File: src/rtl/mult_rr_sched_pkg.sv
// mult_rr_sched_pkg: shared state encoding and requester ids for the round-robin multiplier scheduler
package mult_rr_sched_pkg;
    localparam logic [1:0] ST_IDLE = 2'd0;
    localparam logic [1:0] ST_MUL  = 2'd1;
    localparam logic [1:0] ST_DONE = 2'd2;
    localparam logic ID_0 = 1'b0;
    localparam logic ID_1 = 1'b1;
    typedef enum logic [1:0] {IDLE = ST_IDLE, MUL = ST_MUL, DONE = ST_DONE} state_t;
endpackage

File: src/rtl/mult_rr_sched_if.sv
// mult_rr_sched_if: requester, consumer and status signals of the shared multiplier
interface mult_rr_sched_if #(parameter int w = 4);
    logic req0, req1, ack, gnt0, gnt1, busy, done, res_id;
    logic [w-1:0] a0, b0, a1, b1;
    logic [2*w-1:0] res;
    modport master (output req0, a0, b0, req1, a1, b1, ack,
                    input gnt0, gnt1, busy, done, res_id, res);
    modport slave (input req0, a0, b0, req1, a1, b1, ack,
                   output gnt0, gnt1, busy, done, res_id, res);
endinterface

File: src/rtl/mult_rr_sched_mult_pipe.sv
// mult_pipe: unsigned w x w product registered through LAT stages
module mult_pipe #(parameter int w = 4, parameter int LAT = 2) (
    input  logic           clk,
    input  logic           rst_b,
    input  logic [w-1:0]   a,
    input  logic [w-1:0]   b,
    output logic [2*w-1:0] p
);
    logic [2*w-1:0] st [LAT];
    always_ff @(posedge clk) begin
        if (!rst_b) begin
            for (int i = 0; i < LAT; i++) st[i] <= '0;
        end else begin
            st[0] <= (2*w)'(a) * (2*w)'(b);
            for (int i = 1; i < LAT; i++) st[i] <= st[i-1];
        end
    end
    assign p = st[LAT-1];
endmodule

File: src/rtl/mult_rr_sched.sv
// mult_rr_sched: round-robin arbiter sharing one LAT-cycle multiplier between two requesters
module mult_rr_sched import mult_rr_sched_pkg::*; #(parameter int w = 4, parameter int LAT = 2) (
    input logic           clk,
    input logic           rst_b,
    mult_rr_sched_if.slave bus
);
    localparam int CW = LAT > 1 ? $clog2(LAT) : 1;
    state_t state, nxt;
    logic rr, win, win_q, accept;
    logic [CW-1:0] cnt;
    logic [2*w-1:0] prod;
    assign accept = state == IDLE && (bus.req0 || bus.req1);
    // on contention the requester not served last wins; a lone requester always wins
    assign win = (bus.req0 && bus.req1) ? ~rr : bus.req1;
    assign bus.busy = state != IDLE;
    // the winner's product enters the pipe on the accepting edge and emerges LAT-1 edges later
    mult_pipe #(.w(w), .LAT(LAT)) u_pipe (
        .clk(clk),
        .rst_b(rst_b),
        .a(win ? bus.a1 : bus.a0),
        .b(win ? bus.b1 : bus.b0),
        .p(prod)
    );
    always_ff @(posedge clk) begin
        if (!rst_b) state <= IDLE;
        else state <= nxt;
    end
    always_comb begin
        nxt = state;
        nxt = accept ? MUL :
              (state == MUL && cnt == '0) ? DONE :
              (state == DONE && bus.ack) ? IDLE : state;
    end
    always_ff @(posedge clk) begin
        if (!rst_b) begin
            rr <= ID_1;
            win_q <= ID_0;
            cnt <= '0;
            bus.gnt0 <= 1'b0;
            bus.gnt1 <= 1'b0;
            bus.done <= 1'b0;
            bus.res <= '0;
            bus.res_id <= ID_0;
        end else begin
            bus.gnt0 <= accept && win == ID_0;
            bus.gnt1 <= accept && win == ID_1;
            if (accept) begin
                rr <= win;
                win_q <= win;
                cnt <= CW'(LAT - 1);
            end else if (state == MUL) begin
                cnt <= cnt - 1'b1;
            end
            if (state == MUL && cnt == '0) begin
                bus.res <= prod;
                bus.res_id <= win_q;
                bus.done <= 1'b1;
            end else if (state == DONE && bus.ack) begin
                bus.done <= 1'b0;
            end
        end
    end
endmodule

File: src/flat_wrapper.sv
// flat-port wrapper written by rule: the top's interface ports become plain ports
module mult_rr_sched_flat import mult_rr_sched_pkg::*;
#(parameter int w = 4, parameter int LAT = 2)
  (clk, rst_b, bus_req0, bus_a0, bus_b0, bus_req1, bus_a1, bus_b1, bus_ack, bus_gnt0, bus_gnt1, bus_busy, bus_done, bus_res_id, bus_res);
  mult_rr_sched_if #(.w(w)) bus_i ();
  input logic clk;
  input logic rst_b;
  input wire logic [$bits(bus_i.req0)-1:0] bus_req0;
  input wire logic [$bits(bus_i.a0)-1:0] bus_a0;
  input wire logic [$bits(bus_i.b0)-1:0] bus_b0;
  input wire logic [$bits(bus_i.req1)-1:0] bus_req1;
  input wire logic [$bits(bus_i.a1)-1:0] bus_a1;
  input wire logic [$bits(bus_i.b1)-1:0] bus_b1;
  input wire logic [$bits(bus_i.ack)-1:0] bus_ack;
  output wire logic [$bits(bus_i.gnt0)-1:0] bus_gnt0;
  output wire logic [$bits(bus_i.gnt1)-1:0] bus_gnt1;
  output wire logic [$bits(bus_i.busy)-1:0] bus_busy;
  output wire logic [$bits(bus_i.done)-1:0] bus_done;
  output wire logic [$bits(bus_i.res_id)-1:0] bus_res_id;
  output wire logic [$bits(bus_i.res)-1:0] bus_res;
  assign bus_i.req0 = bus_req0;
  assign bus_i.a0 = bus_a0;
  assign bus_i.b0 = bus_b0;
  assign bus_i.req1 = bus_req1;
  assign bus_i.a1 = bus_a1;
  assign bus_i.b1 = bus_b1;
  assign bus_i.ack = bus_ack;
  assign bus_gnt0 = bus_i.gnt0;
  assign bus_gnt1 = bus_i.gnt1;
  assign bus_busy = bus_i.busy;
  assign bus_done = bus_i.done;
  assign bus_res_id = bus_i.res_id;
  assign bus_res = bus_i.res;
  mult_rr_sched #(.w(w), .LAT(LAT)) u_core (.clk(clk), .rst_b(rst_b), .bus(bus_i));
endmodule
File: config.mk
export PLATFORM = sky130hd
export DESIGN_NAME = mult_rr_sched_flat
export DESIGN_NICKNAME = d
export VERILOG_FILES = /design/src/rtl/mult_rr_sched_pkg.sv /design/src/rtl/mult_rr_sched_if.sv /design/src/rtl/mult_rr_sched_mult_pipe.sv /design/src/rtl/mult_rr_sched.sv /design/src/flat_wrapper.sv
export SDC_FILE = /design/constraint.sdc
export NUM_CORES = 1
export LEC_CHECK = 0
export BUFFER_PORTS_ARGS = -buffer_cell sky130_fd_sc_hd__clkbuf_2
export CAP_MARGIN = 20
export CORE_UTILIZATION = 49
export DETAILED_ROUTE_END_ITERATION = 7
export PLACE_DENSITY = 0.79
export REMOVE_ABC_BUFFERS = 1
export SYNTH_ARGS = -nofsm -noshare
export SYNTH_HDL_FRONTEND = slang
export SYNTH_SLANG_ARGS = --single-unit
File: constraint.sdc
create_clock -name clk -period 3.6 [get_ports clk]
set_input_delay 0.72 -clock clk [delete_from_list [all_inputs] [get_ports clk]]
set_output_delay 0.72 -clock clk [all_outputs]
set_load 0.01 [all_outputs]
# --- Yosys cells after proc, flatten, opt, wreduce, memory -nomap -nowiden ---
# Memories as Yosys holds them, arrays and structs flattened. A register that Yosys moved wholly into a read port is not among the register bits.
# Index checks and enable logic that the tools add are counted.
totals:
  n_memories: 1
  mem_bits_rw: 16
  register_bits: 9
  output_inout_bits: 13
  inputBits: 21
classes:
  n_reduce_logical: 14
  muxes: 14
  add_sub_neg: 1
  eq_ne: 2
  bitwise: 6
  mul: 1
mem_list:
  columns: ["name", "depth", "width", "read_ports", "rd_ports_with_merged_regs", "write_ports", "line", "text"]
  rows:
  - ["u_core.u_pipe.st", 2, 8, 2, 1, 2, "mult_rr_sched_mult_pipe.sv:9", "logic [2*w-1:0] st [LAT];"]
op_table:
  columns: ["operator", "n"]
  rows:
  - ["two-way mux 8 bit", 2]
  - ["multiplier 4 x 4 -> 8 bit", 1]
  - ["two-way mux 1 bit", 8]
  - ["two-way mux 4 bit", 2]
  - ["logical AND 1 bit", 6]
  - ["nonzero test 2 bit", 3]
  - ["two-way mux 2 bit", 2]
  - ["NOT 1 bit", 4]
  - ["nonzero test 3 bit", 1]
  - ["== test 2 x 1 -> 1 bit (second input constant)", 1]
  - ["== test 2 bit (second input constant)", 1]
  - ["logical NOT 2 bit", 1]
  - ["bitwise OR 1 bit", 2]
  - ["OR reduction 2 bit", 1]
  - ["logical NOT 1 bit", 1]
  - ["logical OR 1 bit", 1]
  - ["subtractor 1 bit (second input constant)", 1]

# --- Logic depth before layout (Yosys ltp) ---
depth:
  ltp_word: 5
  mapped_depth: 12
  mapped_depth_nobuf: 10

# --- Hierarchy ---
# Synthesis repeated with hierarchy kept, for this count alone.
hier_totals:
  cells_unflattened: 177
  hier_area_um2: 1727.9
by_module_without_submodules:
  columns: ["mod", "cells_each", "area_each_um2", "n_inst"]
  rows:
  - ["mult_pipe", 93, 949.7, 1]
  - ["mult_rr_sched", 84, 778.2, 1]

# --- Worst setup path after synthesis ---
# OpenSTA, ideal clock, no wires.
synth_path:
  path_kind: "input to register"
  from: "in bus_req1"
  to: "mem u_core.u_pipe.st[0][7] (netlist bit)"
  arrival_time_ps: 3323
  n_path_buf: 1
  required_time_ps: 3473
  path_slack_ps: 150
  path_stages: 11
  setup_time_ps: 127
  path_cell_list: "a21boi_2 buf_6 and3_1 a31oi_1 fa_1 inv_1 fa_1 ha_1 a211oi_2 nor3_1 or3b_1"
synth_rtl:
  columns: ["item", "line", "text"]
  rows:
  - ["start: declaration", "flat_wrapper.sv:11", "input wire logic [$bits(bus_i.req1)-1:0] bus_req1;"]
  - ["end: declaration", "mult_rr_sched_mult_pipe.sv:9", null]

==> results.yml <==
outcome:
  outcome: "complete, no violations"
timing:
  hold_viol: 0
  worst_slew_pin_slew_ns: 0.866
  setup_viol_count_final: 0
  fmax_ghz: 0.302
  slew_violations: 0
  rsz0062_at_grt: "no"
  period_minus_slack_ns: 3.31
  period_share_pct: 91.9
  clock_skew_ns: 0.00402
  timing.max_slew.rel_slack_pct: 42.0
  fin_tns_setup_ns: 0
global_route:
  grt_max_degree: 38
  antenna_found_initial: 0
  grt_pass1_vias: 1201
  grt_pass1_wl_um: 5070
  grt_overflow_total: 0
  gr-usage-all-layers_pct: 18.6
floorplanning:
  die_height_um: 61.4
  dieArea_um2: 3770
  die_x_um: 61.4
  start_util_pct: 51.4
  rows: 21
  io_pins: 34
  design.core.area_um2: 3360
logic_synthesis:
  synth_ff_type: "dfxtp_1"
  synth_edf_count: 0
  synth-async-reset-ratio_pct: 0
  yosysUniqueCellTypes: 38
  avgSynthCellArea_um2: 9.29
  synth_seq_cells: 33
  ys_warn_count: 0
  syn-cell-area_um2: 1730
  ys_seq_area_share_pct: 38.2
  netlist_instances: 186
hold_path:
  min_path_cells: 1
  hp-class: "flip-flop to flip-flop"
critical_path:
  cp-start-kind: "input port"
  cp_slowest_cell: "fa_1"
  max_stage_delay_ns: 0.54
  path_class: "input port to flip-flop"
  critPathRequiredTime_ns: 3.82
  cp.arrival_ns: 3.52
  critPathMostFrequentCell: "fa_1"
  cp_max_fo: 6
  path_cells: "clkbuf_2, a21boi_2, and3_1, a31oi_1, fa_1, inv_1, fa_1, ha_1, a211oi_2, nor3_1, or3b_1"
  end_kind: "flip-flop"
  ff2ff_path_depth: 10
placement:
  placed_cells: 259
  hpwl_um: 2450
  gp_congestion: 0.895
  numPortBuffers: 33
route:
  dr_total_vias: 1394
  drc: 0
  postRouteAntennaNets: 0
  drt_iter0_drc: 38
  dr.pass1.iters: 4
  routed_wl_um: 3070
  wl_per_cell_um: 11.6
  viasPerCell: 5.24
power_and_ir_drop:
  ir_drop_v: 0.000164
  p_total_uw: 817
  p_per_area_nw_per_um2: 416
  p_leak_nw: 0.905
cts:
  clkSinkCount: 33
  worstSkewPairLatency_ns: 0.32
  clkTransAtPathRegs_ns: 0.09
  cts_setup_buffers: 0
  tritoncts: "done"
  htree_num_levels: 2
  root_buffer: "clkbuf_4"
  cts_buffers: 5
  cts_hold_buf: 0
  max-clock-path-buffers: 2
  cts_resized: 0
finish:
  fillCellCount: 324
  antenna_cells: 0
  drive_gt1_share_pct: 20.5
  final_cell_mix: "33 x clkbuf_2, 33 x dfxtp_1, 22 x nand2_1"
  instances_no_fill: 266
  multi_input_area_um2: 997
  nets: 257
  ff_latch_area_um2: 661
  areaGrowthSynthToFinish_pct: 13.5
  final_util_pct: 58.3
flow_run:
  cap_viol_max_count: 0
-- stage by stage --
stage	area, um^2	hold slack, ns	worst slack (ns)
2_1_floorplan	1670	0.412	-0.220
3_3_place_gp	1910	0.414	0.0344
3_5_place_dp	1910	0.424	-0.0714
4_1_cts	1960	0.446	0.291
5_1_grt	1960	0.460	0.0896
6_report	1960	0.439	0.293
-- final timing paths --
check,from,endpoint,slack (ns)
max,bus_req0,u_core.u_pipe.st[0][7],0.29
min,u_core.u_pipe.st[0][5],u_core.u_pipe.st[1][5],0.44
max reg2reg,u_core.rr,u_core.u_pipe.st[0][7],0.47
min reg2reg,u_core.u_pipe.st[0][5],u_core.u_pipe.st[1][5],0.44
-- cells by family (layout without fill, tap and decap cells) --
family / Yosys count / after routing / share of synthesized area [%]
compound gates: 35 / 35 / 13.1
xor+xnor: 1 / 1 / 0.507
fa+ha+maj: 16 / 16 / 13.3
buf+inv: 11 / 45 / 4.05
flops: 33 / 33 / 38.2
mux: 10 / 10 / 5.79
simple gates: 80 / 80 / 25.0
-- final cells by class --
type	count	area share, %
clock buffers	7	2.81
inverters	3	0.574
repair buffers	35	9.18
multi-input cells	142	50.8
well taps	46	2.93
flip-flops and latches	33	33.7
-- cells in the mapped netlist (3+ instances only) --
cell      number  area, um^2
a31oi_1        3        18.8
and2_1        12        75.1
and3_1         4        25.0
clkbuf_1       3        11.3
dfxtp_1       33         661
fa_1           4        80.1
ha_1          12         150
inv_1          3        11.3
mux2i_1       10         100
nand2_1       22        82.6
nand3_1       12        60.1
nor2_1         6        22.5
nor2b_1       12        75.1
nor3_1         3        15.0
o21ai_0       16        80.1
-- sequential cells by signal, indices dropped and copies added, names as in the netlist --
register / count
u_core.cnt: 1
u_core.bus.gnt1: 1
u_core.bus.res: 8
u_core.bus.gnt0: 1
u_core.win_q: 1
u_core.u_pipe.st: 16
u_core.rr: 1
u_core.bus.res_id: 1
u_core.bus.done: 1
u_core.state: 2
-- critical path, delay by kind of cell --
family,cells,cell delay (ns)
buffers and inverters,2,0.17
AOI/OAI and AO/OA,3,0.58
and+or+nand+nor,3,0.63
adders and majority gates,3,1.42
-- layer usage --
metal  track usage (%)  vias up  wire [um]
li1                  -      718          -
met1              23.4      642       1400
met2              31.2       29       1500
met3              3.78        5        115
met4              7.62        0         55
met5                 0        -          0
-- where the power goes --
group / switching, mW / internal [mW] / leakage, nW
Clock: 0.113 / 0.0921 / 0.0314
Sequential: 0.0166 / 0.400 / 0.270
Combinational: 0.106 / 0.0895 / 0.604
No activity file was read; power rests on OpenSTA's default activity.
